File: src/rtl/muldiv_pkg.sv
// Shared types for the iterative multiply/divide unit:
// op encodings, FSM state type and default datapath width.
package muldiv_pkg;

  localparam int WIDTH = 8;

  localparam logic [1:0] OP_MUL  = 2'b00;
  localparam logic [1:0] OP_MULH = 2'b01;
  localparam logic [1:0] OP_DIVU = 2'b10;
  localparam logic [1:0] OP_REMU = 2'b11;

  typedef enum logic [1:0] {
    IDLE = 2'd0,
    RUN  = 2'd1,
    DONE = 2'd2
  } state_t;

endpackage

File: src/rtl/iter_muldiv.sv
// Bit-serial unsigned MUL/MULH/DIVU/REMU unit feeding the register file
// write port. Ports: clk, reset, start/op/a/b/dest in; busy/done/dz/wb_* out.
module iter_muldiv
  import muldiv_pkg::*;
#(
  parameter int WIDTH = muldiv_pkg::WIDTH
) (
  input  logic             clk,
  input  logic             reset,
  input  logic             start,
  input  logic [1:0]       op,
  input  logic [WIDTH-1:0] a,
  input  logic [WIDTH-1:0] b,
  input  logic [2:0]       dest,
  output logic             busy,
  output logic             done,
  output logic             dz,
  output logic             wb_we,
  output logic [2:0]       wb_wa,
  output logic [WIDTH-1:0] wb_wd
);

  localparam int CW = $clog2(WIDTH) + 1;

  state_t             state_q, state_d;
  logic [2*WIDTH-1:0] acc, acc_nx;
  logic [WIDTH-1:0]   opa, opb;
  logic [1:0]         op_q;
  logic [2:0]         dest_q;
  logic [CW-1:0]      cnt;
  logic               dz_q;
  logic [WIDTH-1:0]   wd_q;
  logic [WIDTH-1:0]   res;
  logic               last;

  logic [WIDTH:0]     sum;
  logic [WIDTH:0]     trial;
  logic [WIDTH-1:0]   rem_nx;

  assign last = (cnt == CW'(WIDTH - 1));

  always_ff @(posedge clk or posedge reset) begin
    if (reset) state_q <= IDLE;
    else       state_q <= state_d;
  end

  always_comb begin
    state_d = state_q;
    unique case (state_q)
      IDLE:    if (start) state_d = RUN;
      RUN:     if (last)  state_d = DONE;
      DONE:    state_d = IDLE;
      default: state_d = IDLE;
    endcase
  end

  // Multiply: acc = {partial high, product bits shifted in from the top}.
  // Divide:   acc = {remainder, quotient bits shifted in at the bottom};
  //           the dividend streams MSB-first out of opa.
  always_comb begin
    acc_nx = acc;
    sum    = '0;
    trial  = '0;
    rem_nx = '0;
    if (!op_q[1]) begin
      sum    = {1'b0, acc[2*WIDTH-1:WIDTH]}
             + (opb[0] ? {1'b0, opa} : '0);
      acc_nx = {sum, acc[WIDTH-1:1]};
    end else begin
      trial  = {acc[2*WIDTH-1:WIDTH], opa[WIDTH-1]};
      rem_nx = trial[WIDTH-1:0] - opb;
      if (trial >= {1'b0, opb})
        acc_nx = {rem_nx, acc[WIDTH-2:0], 1'b1};
      else
        acc_nx = {trial[WIDTH-1:0], acc[WIDTH-2:0], 1'b0};
    end
  end

  always_ff @(posedge clk or posedge reset) begin
    if (reset) begin
      acc    <= '0;
      opa    <= '0;
      opb    <= '0;
      op_q   <= '0;
      dest_q <= '0;
      cnt    <= '0;
      dz_q   <= 1'b0;
      wd_q   <= '0;
    end else begin
      unique case (state_q)
        IDLE: if (start) begin
          opa    <= a;
          opb    <= b;
          op_q   <= op;
          dest_q <= dest;
          acc    <= '0;
          cnt    <= '0;
          dz_q   <= op[1] & (b == '0);
        end
        RUN: begin
          acc <= acc_nx;
          cnt <= cnt + 1'b1;
          if (!op_q[1]) opb <= opb >> 1;
          else          opa <= opa << 1;
        end
        DONE:    wd_q <= res;
        default: ;
      endcase
    end
  end

  // High half carries MULH and REMU, low half MUL and DIVU.
  assign res   = op_q[0] ? acc[2*WIDTH-1:WIDTH] : acc[WIDTH-1:0];

  assign busy  = (state_q != IDLE);
  assign done  = (state_q == DONE);
  assign wb_we = done;
  assign dz    = done & dz_q;
  assign wb_wa = dest_q;
  assign wb_wd = done ? res : wd_q;

endmodule

File: config.mk
export PLATFORM = sky130hd
export DESIGN_NAME = iter_muldiv
export DESIGN_NICKNAME = d
export VERILOG_FILES = /design/src/rtl/muldiv_pkg.sv /design/src/rtl/iter_muldiv.sv
export SDC_FILE = /design/constraint.sdc
export NUM_CORES = 1
export LEC_CHECK = 0
export ABC_AREA = 0
export BUFFER_PORTS_ARGS = -buffer_cell sky130_fd_sc_hd__buf_4
export CORE_ASPECT_RATIO = 1.25
export CORE_MARGIN = 2
export CORE_UTILIZATION = 60
export CTS_CLUSTER_SIZE = 10
export DETAILED_ROUTE_END_ITERATION = 8
export GPL_TIMING_DRIVEN = 0
export HOLD_SLACK_MARGIN = 0.02
export PLACE_DENSITY = 0.8
export SYNTH_ARGS = -nofsm -noshare
export SYNTH_HDL_FRONTEND = slang
export SYNTH_SLANG_ARGS = --single-unit
File: constraint.sdc
create_clock -name clk -period 6.01 [get_ports clk]
set_input_delay 0.3005 -clock clk [delete_from_list [all_inputs] [get_ports clk]]
set_output_delay 0.3005 -clock clk [all_outputs]
set_load 0.01 [all_outputs]
Yosys cells after proc, flatten, opt, wreduce, memory -nomap -nowiden
Index checks and enable logic that the tools add are counted.
{"block": "totals", "in_bits": 24, "wordCells": 49, "register_bits": 52}
{"block": "classes", "n_reduce_logical": 9, "muxes": 18, "bitwise": 2, "addsub": 3, "n_eq_ne": 7, "order_cmp": 1}
{"operator": "$mux W8", "count": 7}
{"operator": "$mux W16", "count": 3}
{"operator": "$pmux W16 S2", "count": 1}
{"operator": "$pmux W8 S2", "count": 2}
{"operator": "$add A8 B8 Y9", "count": 1}
{"operator": "$ge A9 B8 Y1", "count": 1}
{"operator": "$logic_not A8 Y1", "count": 1}
{"operator": "$ne A2 B2 Y1 const B", "count": 4}
{"operator": "$pmux W4 S2", "count": 1}
{"operator": "$sub A8 B8 Y8", "count": 1}
{"operator": "$reduce_and A2 Y1", "count": 3}
{"operator": "$reduce_and A3 Y1", "count": 2}
{"operator": "$add A4 B1 Y4 const B", "count": 1}
{"operator": "$eq A4 B3 Y1 const B", "count": 1}
{"operator": "$mux W2", "count": 2}
{"operator": "$mux W4", "count": 1}
{"operator": "$pmux W2 S2", "count": 1}
{"operator": "$reduce_bool A2 Y1", "count": 2}
{"operator": "$and A1 B1 Y1", "count": 2}
{"operator": "$eq A2 B1 Y1 const B", "count": 1}
{"operator": "$eq A2 B2 Y1 const B", "count": 1}
{"operator": "$logic_not A2 Y1", "count": 1}

Longest topological paths before layout
Gate-level depths: netlist of the first run.
{"block": "depth", "word_depth": 4, "mapped_depth": 10, "ltp_nobuf": 10}

Worst setup path after synthesis of the first run
No wires, ideal clock.
{"block": "synth_timing", "path_type": "reg-to-reg", "start": "register opb[0]", "end": "register acc[13]", "path_buffers": 0, "path_slack_ns": 4.060, "required_time_ns": 5.871, "arrival_time_ns": 1.811, "setup_ns": 0.139, "path_stages_with_launch": 11, "period_less_slack_ns": 1.950, "cell_sequence": "dfrtp_1 -> and2_1 -> ha_1 -> inv_1 -> fa_1 -> nor2b_1 -> o31ai_2 -> nand2b_1 -> a21oi_1 -> xor2_1 -> o221ai_1"}
{"block": "synth_via", "elab_chain_len": 4}
{"item": "from (decl)", "line": "iter_muldiv.sv:27", "rtl": "logic [WIDTH-1:0] opa, opb;"}
{"item": "from (signal assigned)", "line": "iter_muldiv.sv:103", "rtl": "if (!op_q[1]) opb <= opb >> 1;"}
{"item": "$mux W8, or another cell as far along", "line": "iter_muldiv.sv:67", "rtl": "+ (opb[0] ? {1'b0, opa} : '0);"}
{"item": "$add A8 B8 Y9 / $mux W16 (equally long branches)", "line": "iter_muldiv.sv:67, iter_muldiv.sv:72"}
{"item": "$mux W16 *", "line": "iter_muldiv.sv:65", "rtl": "if (!op_q[1]) begin"}
{"item": "$pmux W16 S2 *", "line": "iter_muldiv.sv:90", "rtl": "unique case (state_q)"}
{"item": "to (signal assigned)", "line": "iter_muldiv.sv:101", "rtl": "acc <= acc_nx;"}
{"item": "to (decl)", "line": "iter_muldiv.sv:26", "rtl": "logic [2*WIDTH-1:0] acc, acc_nx;"}
Every way passes the cells marked *; elsewhere a longest branch is shown, timed or not.
A chain may end at the register's enable or synchronous reset.

Worst setup path after layout of the first run
{"block": "layout_timing", "start": "register opb[0]", "end": "register acc[14]"}
Same word-level chain as after synthesis.

==> impl_metrics.py, run 1 <==
metrics = {
    "sta": {
        "tightest_slew_ns": 0.693,
        "timing.setup.tns_ns": 0,
        "slew_viol_final": 0,
        "final.setup_skew_ns": 0.00738,
        "slew_headroom_pct": 53.7,
        "fmaxAchievable_mhz": 440,
        "min_period_ns": 2.27,
        "finalSetupViolations": 0,
        "grt_setup_unrepaired": "no",
        "final.period_utilization_pct": 37.8,
        "hold_worst_slack_ns": 0.165,
        "finalHoldViolCount": 0,
    },
    "power": {
        "power_density_mw_per_mm2": 580,
        "power.combinational.fraction_pct": 59.8,
        "static_leakage_nw": 1.78,
        "switching_power_share_of_the_total_pct": 45.9,
        "power_switching_w": 0.000975,
        "peak_supply_drop_mv": 0.326,
        "p_int_w": 0.00115,
        "sequentialPowerShare_pct": 30.2,
        "power_frac_clock_pct": 10.1,
    },
    "clock_tree": {
        "cts_tree": "built",
        "cts_max_level": 2,
        "ctsRootBufferMaster": "sky130_fd_sc_hd__clkbuf_8",
        "post_cts_hold_buffer_count": 1,
        "clk_path_buf_depth": 2,
        "worst_skew_pair.late_latency_ns": 0.32,
        "tritoncts.num_buffers": 5,
        "cts_sink_count": 52,
        "cts.repair.resized": 0,
        "clkTransAtPathRegs_ns": 0.10,
        "post_cts.repair.setup_buffers": 0,
    },
    "drt": {
        "vias": 2614,
        "drc_errors": 0,
        "postRouteWirelength_um": 7200,
        "postRouteAntennaNets": 0,
        "routed_via_density": 5.69,
        "detailedRoute.firstIterationViolations": 140,
        "drt_wl_cell_um": 15.7,
        "drtPass1Iterations": 4,
    },
    "worst_setup_path": {
        "crit_type": "reg2reg",
        "cp-start-kind": "flip-flop",
        "timing.critical_path.fanout_max": 10,
        "cp_arrival_ns": 2.50,
        "timing.reg2reg.setup_slack_ns": 3.74,
        "worstPathRequired_ns": 6.24,
        "critPathCaptureType": "flip-flop",
    },
    "floorplan": {
        "placementRows": 29,
        "die_y_um": 85.3,
        "io_pins": 39,
        "starting_utilization_of_the_core_area_pct": 62.5,
        "floorplan.core_area_sq_mm": 0.00508,
        "floorplan.die_area_sq_mm": 0.00589,
        "dieWidth_um": 69.1,
    },
    "hold_path": {
        "hp-class": "in2reg",
    },
    "place": {
        "place_hpwl_um": 5620,
        "weighted_congestion_reported_at_the_end_of_routability_driven_placement": 0.926,
        "io_buffers": 38,
        "postPlaceCellArea_sq_mm": 0.00356,
    },
    "synth": {
        "synthesis.instances": 349,
        "ys.flop_type": "sky130_fd_sc_hd__dfrtp_1",
        "post-synth-top-count-cell": "sky130_fd_sc_hd__nand2_1",
        "synthesized_area_sq_mm": 0.00317,
        "synth-seq-cells": 52,
        "synthTopCellsByCount": "sky130_fd_sc_hd__nand2_1 (68), sky130_fd_sc_hd__dfrtp_1 (52), sky130_fd_sc_hd__o21ai_0 (39)",
        "yosysWarningCount": 0,
        "syn-mean-instance-area_sq_um": 9.10,
        "synth.top_cells.by_area": "sky130_fd_sc_hd__dfrtp_1 (41%), sky130_fd_sc_hd__mux2i_1 (9.1%), sky130_fd_sc_hd__nand2_1 (8.0%)",
        "distinct_cell_type_count_after_synthesis": 43,
        "synth_enable_flop_cells": 0,
        "syn-num-nets": 393,
        "post_synth_top_area_share_pct": 41.0,
        "synthArstFlopShare_pct": 100,
        "synth_top_area_cell": "sky130_fd_sc_hd__dfrtp_1",
        "synth_seq_area_share_pct": 41.0,
    },
    "global_routing": {
        "grt_pass1_vias": 2665,
        "antenna_violations_before_repair": 0,
        "wire_length_of_the_first_global_routing_pass_um": 12600,
        "grt-ovfl-total": 0,
        "gr-usage-all-layers_pct": 26.6,
        "grt_max_degree": 37,
    },
    "layout": {
        "layout.cell_area.non_filler_sq_mm": 0.00366,
        "num_antenna_cells": 0,
        "area_growth_syn_to_layout_pct": 15.4,
        "drive_gt1_share_pct": 16.4,
        "finalNetCount": 440,
    },
    "job": {
        "maxcap_violations": 0,
    },
    "run_status": {
        "run_status": "complete, no violations",
    },
}
[per-stage QoR]
step / total power, W / std cells / utilization (%) / worst slack, ns
2_1_floorplan: 0.00158 / 349 / - / 4.06
6_report: 0.00212 / 459 / 72.1 / 3.74
3_5_place_dp: 0.00191 / 450 / 70.0 / 3.78
4_1_cts: 0.00213 / 459 / 72.1 / 3.73
3_3_place_gp: 0.00186 / 449 / 69.6 / 3.80
5_1_grt: 0.00232 / 459 / 72.1 / 3.56
[critical path, stage by stage (launching register included)]
cell and delay, ns:
sky130_fd_sc_hd__dfrtp_1 0.49, sky130_fd_sc_hd__ha_1 0.20, sky130_fd_sc_hd__inv_1 0.07, sky130_fd_sc_hd__fa_1 0.42, sky130_fd_sc_hd__a211oi_1 0.25, sky130_fd_sc_hd__o21bai_1 0.12
sky130_fd_sc_hd__a21oi_1 0.21, sky130_fd_sc_hd__xnor2_1 0.15, sky130_fd_sc_hd__mux2i_1 0.09, sky130_fd_sc_hd__o211ai_1 0.17
[sequential cells by signal, indices dropped and copies added (netlist names)]
name and count:
cnt 4, state_q 2, opa 8, acc 16, wd_q 8, op_q 2, wb_wa 3, opb 8
dz_q 1
[per-layer routing]
metal	vias up	GRT usage, %	wire [um]
met5	-	0	0
met4	0	8.56	135
met3	15	3.92	311
met2	70	47.0	3660
met1	1219	33.4	3100
li1	1310	-	-
[path summary, 6_finish.rpt]
| kind | start | cells past startpoint | end |
|---|---|---|---|
| min | op[0] | 3 | op_q[0] |
| max reg2reg | opb[0] | 9 | acc[14] |
| min in group asynchronous | reset | 3 | wd_q[2] |
| min reg2reg | dz_q | 2 | dz_q |
| max | opb[0] | 9 | acc[14] |
| max in group asynchronous | reset | 4 | opb[5] |
[final cells by class]
| cell class | instances | area, sq um |
|---|---|---|
| flip-flops and latches | 52 | 1300 |
| clock inverters | 3 | 27.5 |
| clock buffers | 5 | 68.8 |
| repair buffers | 40 | 315 |
| well taps | 62 | 77.6 |
| multi-input cells | 267 | 1750 |
| fillers | 421 | 1420 |
| inverters | 16 | 60.1 |
| plain buffers | 14 | 62.6 |
[power groups by stage]
stage	Combinational, W	Sequential, W	Clock [W]
floorplan	0.000975	0.000601	0
global placement	0.00122	0.000638	0
detailed placement	0.00126	0.000648	0
CTS	0.00127	0.000640	0.000217
global route	0.00143	0.000660	0.000229
finish	0.00127	0.000641	0.000214
[kinds of logic after synthesis]
logic type	synth area share (%)
and+or+nand+nor	16.8
muxes	9.62
AOI/OAI and AO/OA	17.9
buffers and inverters	3.86
xor gates and xnor gates	2.48
adders and majority gates	8.36
DFF	41.0
[cell usage in the layout, fill, tap and decap left out, types with 4 or more instances in the layout]
cell type	Yosys	layout
sky130_fd_sc_hd__and2_1	10	10
sky130_fd_sc_hd__a21oi_1	11	11
sky130_fd_sc_hd__inv_1	16	15
sky130_fd_sc_hd__nor2_1	19	19
sky130_fd_sc_hd__clkbuf_8	0	5
sky130_fd_sc_hd__o21ai_0	39	39
sky130_fd_sc_hd__clkbuf_1	8	8
sky130_fd_sc_hd__ha_1	18	18
sky130_fd_sc_hd__xor2_1	4	4
sky130_fd_sc_hd__a31oi_1	9	9
sky130_fd_sc_hd__buf_4	1	39
sky130_fd_sc_hd__nand2_1	68	68
sky130_fd_sc_hd__a211oi_1	4	4
sky130_fd_sc_hd__mux2i_1	29	29
sky130_fd_sc_hd__buf_2	5	5
sky130_fd_sc_hd__a21o_1	5	5
sky130_fd_sc_hd__nand3_1	4	4
sky130_fd_sc_hd__xnor2_1	5	5
sky130_fd_sc_hd__dfrtp_1	52	52
Power figures use the tool's default switching activity.
==> run 2, diff against run 1 <==
--- a/config.mk
+++ b/config.mk
@@ -9,12 +9,12 @@
 export BUFFER_PORTS_ARGS = -buffer_cell sky130_fd_sc_hd__buf_4
 export CORE_ASPECT_RATIO = 1.25
 export CORE_MARGIN = 2
-export CORE_UTILIZATION = 60
+export CORE_UTILIZATION = 58
 export CTS_CLUSTER_SIZE = 10
 export DETAILED_ROUTE_END_ITERATION = 8
 export GPL_TIMING_DRIVEN = 0
 export HOLD_SLACK_MARGIN = 0.02
-export PLACE_DENSITY = 0.8
+export PLACE_DENSITY = 0.78
 export SYNTH_ARGS = -nofsm -noshare
 export SYNTH_HDL_FRONTEND = slang
 export SYNTH_SLANG_ARGS = --single-unit
==> constraint.sdc (replaced) <==
create_clock -name clk -period 2.15 [get_ports clk]
set_input_delay 0.1075 -clock clk [delete_from_list [all_inputs] [get_ports clk]]
set_output_delay 0.1075 -clock clk [all_outputs]
set_load 0.01 [all_outputs]
==> run 2 against run 1 <==
- final area increased by 4.8%
- setup slack lost 3.7 ns
- clock power rose to 2.8 times the previous value
- first-iteration DRC count rose by 61%
==> impl_metrics.py, run 2 (synthesis gave the netlist of run 1 again) <==
metrics = {
    "layout": {
        "num_antenna_cells": 0,
        "largest_register_ffs": 16,
        "finalNetCount": 451,
        "drive_gt1_share_pct": 20.6,
        "area_growth_syn_to_layout_pct": 20.9,
        "regMostFlops": "acc",
        "num-fill-cells": 424,
        "layout.cells.most_common": "sky130_fd_sc_hd__nand2_1",
        "layout.cells.most_common_list": "sky130_fd_sc_hd__nand2_1 (68), sky130_fd_sc_hd__dfrtp_1 (49), sky130_fd_sc_hd__buf_4 (43)",
    },
    "worst_setup_path": {
        "cp-start-kind": "flip-flop",
        "worstPathRequired_ns": 2.34,
        "timing.rr.end": "acc[14]",
        "critical_path.reg2reg.startpoint": "opb[0]",
        "cp_arrival_ns": 2.31,
        "critPathCaptureType": "flip-flop",
        "crit_type": "reg2reg",
        "reg2regPathDepth": 9,
        "timing.critical_path.fanout_max": 6,
        "timing.reg2reg.setup_slack_ns": 0.03,
    },
    "sta": {
        "final.setup_skew_ns": 0.00679,
        "tightest_slew_ns": 0.744,
        "finalHoldViolCount": 0,
        "slew_viol_final": 0,
        "timing.setup.tns_ns": 0,
        "fmaxAchievable_mhz": 471,
        "grt_setup_unrepaired": "yes",
        "finalSetupViolations": 0,
        "slew_headroom_pct": 50.3,
        "min_period_ns": 2.12,
        "final.period_utilization_pct": 98.6,
    },
    "job": {
        "maxcap_violations": 0,
    },
    "place": {
        "io_buffers": 38,
        "place_hpwl_um": 5510,
        "weighted_congestion_reported_at_the_end_of_routability_driven_placement": 0.894,
    },
    "power": {
        "peak_supply_drop_mv": 0.729,
        "power_density_mw_per_mm2": 1620,
        "static_leakage_nw": 1.83,
        "total_power_w": 0.00620,
    },
    "floorplan": {
        "starting_utilization_of_the_core_area_pct": 59.1,
        "placementRows": 30,
        "floorplan.core_area_sq_mm": 0.00537,
        "io_pins": 39,
        "dieWidth_um": 70.2,
        "die_y_um": 86.7,
        "floorplan.die_area_sq_mm": 0.00608,
    },
    "global_routing": {
        "gr-usage-all-layers_pct": 26.2,
        "grt_max_degree": 31,
        "wire_length_of_the_first_global_routing_pass_um": 12400,
        "antenna_violations_before_repair": 0,
        "grt-ovfl-total": 0,
        "grt_pass1_vias": 2634,
    },
    "hold_path": {
        "min_from": "b[2]",
        "timing.hold.worst_path_depth": 3,
        "hp-class": "in2reg",
        "worstHoldEndpoint": "opb[2]",
    },
    "run_status": {
        "run_status": "complete, no violations",
    },
    "clock_tree": {
        "clk_path_buf_depth": 2,
        "cts_tree": "built",
        "worst_skew_pair.late_latency_ns": 0.32,
        "cts_sink_count": 52,
        "ctsRootBufferMaster": "sky130_fd_sc_hd__clkbuf_8",
        "clkTransAtPathRegs_ns": 0.09,
        "tritoncts.num_buffers": 5,
        "cts_max_level": 2,
    },
    "drt": {
        "routed_via_density": 5.70,
        "drc_errors": 0,
        "detailedRoute.firstIterationViolations": 225,
        "vias": 2686,
        "drt_wl_cell_um": 16.2,
        "postRouteAntennaNets": 0,
        "drtPass1Iterations": 4,
        "postRouteWirelength_um": 7640,
    },
}
-- run 2: metal layers --
layer	vias to the layer above	GRT usage, %	wire length [um]
met1	1277	33.4	3270
met2	64	44.0	3910
met5	-	0	0
met3	15	3.95	308
met4	0	12.4	154
li1	1330	-	-
-- run 2: through the flow --
| step | util (%) | hold WS [ns] | instances | area (sq um) | worst slack [ns] |
|---|---|---|---|---|---|
| 2_1_floorplan | - | 0.213 | 349 | 3170 | 0.200 |
| 3_3_place_gp | 65.9 | 0.298 | 451 | 3540 | -0.0559 |
| 3_5_place_dp | 66.3 | 0.180 | 452 | 3560 | -0.127 |
| 4_1_cts | 70.3 | 0.0543 | 470 | 3770 | 0.0146 |
| 5_1_grt | 71.5 | 0.0685 | 471 | 3840 | -0.0487 |
| 6_report | 71.5 | 0.0550 | 471 | 3840 | 0.0290 |
-- run 2: worst max path at each step --
stage	from	end	slack, ns	cells after the start
floorplan	opb[0]	acc[13]	0.20	10
global placement	opb[0]	acc[14]	-0.06	9
detailed placement	opb[0]	acc[14]	-0.13	9
CTS	opa[7]	acc[14]	0.01	10
global route	opb[0]	acc[13]	-0.05	10
finish	opb[0]	acc[14]	0.03	9
-- run 2: final cells by class --
type	count	area [sq um]	area share, %
buffer	14	62.6	1.63
timing repair buffer	51	415	10.8
sequential	52	1310	34.0
inverter	16	60.1	1.56
tap	64	80.1	2.09
clock inverter	1	8.76	0.228
multi-input combinational	267	1820	47.5
clock buffer	6	82.6	2.15
-- run 2: worst max-delay path, cell delays in order (launching register included) --
cell                       delay, ns
sky130_fd_sc_hd__dfrtp_2        0.46
sky130_fd_sc_hd__buf_4          0.16
sky130_fd_sc_hd__and2_1         0.17
sky130_fd_sc_hd__ha_4           0.29
sky130_fd_sc_hd__o21ai_0        0.10
sky130_fd_sc_hd__o21bai_1       0.22
sky130_fd_sc_hd__nand2_1        0.11
sky130_fd_sc_hd__a21oi_2        0.17
sky130_fd_sc_hd__mux2i_1        0.21
sky130_fd_sc_hd__o211ai_1       0.11
-- run 2: power breakdown --
part,internal (W),switching [W]
logic,0.00172,0.00209
clock network,0.000258,0.000333
registers,0.00141,0.000395
total,0.00338,0.00282
-- run 2: repair_timing --
item,CTS,global route
pin swaps,2,7
resized for setup,7,14
endpoints found under the hold margin,29,0
hold buffers,8,0
endpoints found under the setup margin,2,8
buffers inserted,3,1
==> run 3, diff against run 2 <==
--- a/config.mk
+++ b/config.mk
@@ -6,6 +6,7 @@
 export NUM_CORES = 1
 export LEC_CHECK = 0
 export ABC_AREA = 0
+export ABC_CLOCK_PERIOD_IN_PS = 2150
 export BUFFER_PORTS_ARGS = -buffer_cell sky130_fd_sc_hd__buf_4
 export CORE_ASPECT_RATIO = 1.25
 export CORE_MARGIN = 2
@@ -15,6 +16,8 @@
 export GPL_TIMING_DRIVEN = 0
 export HOLD_SLACK_MARGIN = 0.02
 export PLACE_DENSITY = 0.78
+export REMOVE_ABC_BUFFERS = 1
+export SLEW_MARGIN = 20
 export SYNTH_ARGS = -nofsm -noshare
 export SYNTH_HDL_FRONTEND = slang
 export SYNTH_SLANG_ARGS = --single-unit
==> run 3 against run 2 <==
- sequential cell count did not move
- critical path type unchanged
- hold slack better by 0.0016 ns
- sequential share of layout area shrank 0.53 points
- fmax decreased by 0.55%
==> impl_metrics.py, run 3 (synthesis gave the netlist of run 1 again) <==
metrics = {
    "drt": {
        "drt_wl_cell_um": 15.9,
        "detailedRoute.firstIterationViolations": 157,
        "vias": 2691,
        "postRouteAntennaNets": 0,
        "drtPass1Iterations": 4,
        "routed_via_density": 5.80,
        "postRouteWirelength_um": 7370,
        "drc_errors": 0,
    },
    "clock_tree": {
        "cts_sink_count": 52,
        "worst_skew_pair.late_latency_ns": 0.32,
        "clk_path_buf_depth": 2,
        "ctsRootBufferMaster": "sky130_fd_sc_hd__clkbuf_8",
        "cts_max_level": 2,
        "tritoncts.num_buffers": 5,
        "cts_tree": "built",
        "clkTransAtPathRegs_ns": 0.09,
    },
    "place": {
        "io_buffers": 38,
        "weighted_congestion_reported_at_the_end_of_routability_driven_placement": 0.838,
        "place_hpwl_um": 4990,
        "placed_cells": 438,
        "postPlaceCellArea_sq_mm": 0.00350,
    },
    "global_routing": {
        "grt_max_degree": 32,
        "wire_length_of_the_first_global_routing_pass_um": 11700,
        "antenna_violations_before_repair": 0,
        "grt_pass1_vias": 2508,
        "grt-ovfl-total": 0,
        "gr-usage-all-layers_pct": 24.2,
    },
    "sta": {
        "final.period_utilization_pct": 99.2,
        "min_period_ns": 2.13,
        "tightest_slew_ns": 0.795,
        "grt_setup_unrepaired": "yes",
        "finalHoldViolCount": 0,
        "fmaxAchievable_mhz": 469,
        "finalSetupViolations": 0,
        "final.setup_skew_ns": 0.00586,
        "slew_viol_final": 0,
        "timing.setup.tns_ns": 0,
        "slew_headroom_pct": 47.0,
    },
    "layout": {
        "regMostFlops": "acc",
        "layout.area.seq_sq_mm": 0.00131,
        "drive_gt1_share_pct": 24.8,
        "layout.cell_area.non_filler_sq_mm": 0.00391,
        "num-fill-cells": 405,
        "layout.cells.most_common_list": "sky130_fd_sc_hd__nand2_1 (68), sky130_fd_sc_hd__buf_4 (48), sky130_fd_sc_hd__dfrtp_1 (47)",
        "area_growth_syn_to_layout_pct": 23.1,
        "finalNetCount": 443,
        "num_antenna_cells": 0,
        "final_cell_count_no_fill": 464,
        "layout.cells.most_common": "sky130_fd_sc_hd__nand2_1",
        "largest_register_ffs": 16,
        "multiInputGateArea_sq_mm": 0.00188,
    },
    "hold_path": {
        "hp-class": "in2reg",
        "min_from": "b[5]",
    },
    "power": {
        "power_switching_w": 0.00283,
        "power_frac_clock_pct": 11.1,
        "power_density_mw_per_mm2": 1650,
        "sequentialPowerShare_pct": 29.8,
        "static_leakage_nw": 1.84,
        "switching_power_share_of_the_total_pct": 43.9,
        "power.combinational.fraction_pct": 59.1,
        "p_int_w": 0.00361,
        "peak_supply_drop_mv": 0.825,
    },
    "floorplan": {
        "floorplan.core_area_sq_mm": 0.00537,
        "io_pins": 39,
        "dieWidth_um": 70.2,
        "die_y_um": 86.7,
        "floorplan.die_area_sq_mm": 0.00608,
        "placementRows": 30,
        "starting_utilization_of_the_core_area_pct": 59.1,
    },
    "worst_setup_path": {
        "critPathCaptureType": "flip-flop",
        "critical_path.reg2reg.startpoint": "opb[0]",
        "worstPathRequired_ns": 2.34,
        "timing.critical_path.fanout_max": 6,
        "crit_type": "reg2reg",
        "critPathSlowestCell": "sky130_fd_sc_hd__dfrtp_2",
        "cp_arrival_ns": 2.32,
        "crit_path_max_incr_delay_ns": 0.47,
        "cp-start-kind": "flip-flop",
        "crit_chain": "and2_4 > ha_2 > inv_2 > fa_2 > nor2b_4 > o31ai_4 > nand2b_1 > a21oi_2 > xor2_1 > o221ai_1",
        "cp-startpoint": "opb[0]",
        "timing.reg2reg.setup_slack_ns": 0.02,
    },
    "run_status": {
        "run_status": "complete, no violations",
    },
    "job": {
        "maxcap_violations": 0,
    },
}
==> run 3: cell count changes in the layout (fill, tap and decap cells not counted), sizes merged <==
| cell | delta |
|---|---|
| bufinv | +1 |
| clkbuf | -8 |
==> run 3: through the flow <==
stage	hold WS (ns)	utilization (%)	power [W]	setup slack (ns)
CTS	0.0547	69.7	0.00600	0.0154
global route	0.0647	72.8	0.00696	-0.0822
detailed placement	0.183	65.3	0.00521	-0.123
floorplan	0.213	-	0.00434	0.199
finish	0.0565	72.8	0.00644	0.0172
global placement	0.302	64.8	0.00511	-0.257
==> run 3: worst max-delay path, delay by kind of cell (launching register included) <==
kind | cells | cell delay (ns)
simple gates | 3 | 0.35
fa+ha+maj | 2 | 0.42
xor+xnor | 1 | 0.17
compound gates | 3 | 0.52
flops | 1 | 0.47
buf+inv | 1 | 0.07
==> run 3: worst paths after layout <==
kind                            endpoint  depth (start not counted)
worst min register to register  wb_wa[1]                          2
min in group asynchronous       wb_wa[1]                          3
max in group asynchronous         opb[0]                          4
worst max-delay path             acc[13]                         10
worst max register to register   acc[13]                         10
worst min-delay path              opb[5]                          3
==> run 3: area by class of cell <==
class,instances,area share (%)
multi-input combinational,267,48.1
sequential,52,33.5
timing repair buffer,57,11.8
clock buffer,6,2.11
tap,64,2.05
inverter,16,1.54
clock inverter,2,0.993
==> run 3: power by group through the flow <==
stage                     registers, W  logic [W]  clock network (W)
after global routing           0.00198    0.00423           0.000751
after floorplan                0.00175    0.00259                  0
final                          0.00192    0.00381           0.000715
after detailed placement       0.00191    0.00330                  0
after CTS                      0.00188    0.00340           0.000723
after global placement         0.00189    0.00321                  0
==> run 3: repair_timing <==
item / in CTS / in global routing
resized for setup: 6 / 29
endpoints found under the setup margin: 3 / 25
pin swaps: 3 / 14
buffers inserted: 3 / 7
hold endpoints to repair: 31 / 0
hold buffers: 8 / 0
==> run 3: per-layer routing <==
layer	up-vias	wire [um]	global-route usage, %
met2	83	3900	44.2
met4	0	140	7.87
met5	-	0	0
met3	13	360	3.95
li1	1309	-	-
met1	1286	2970	29.0
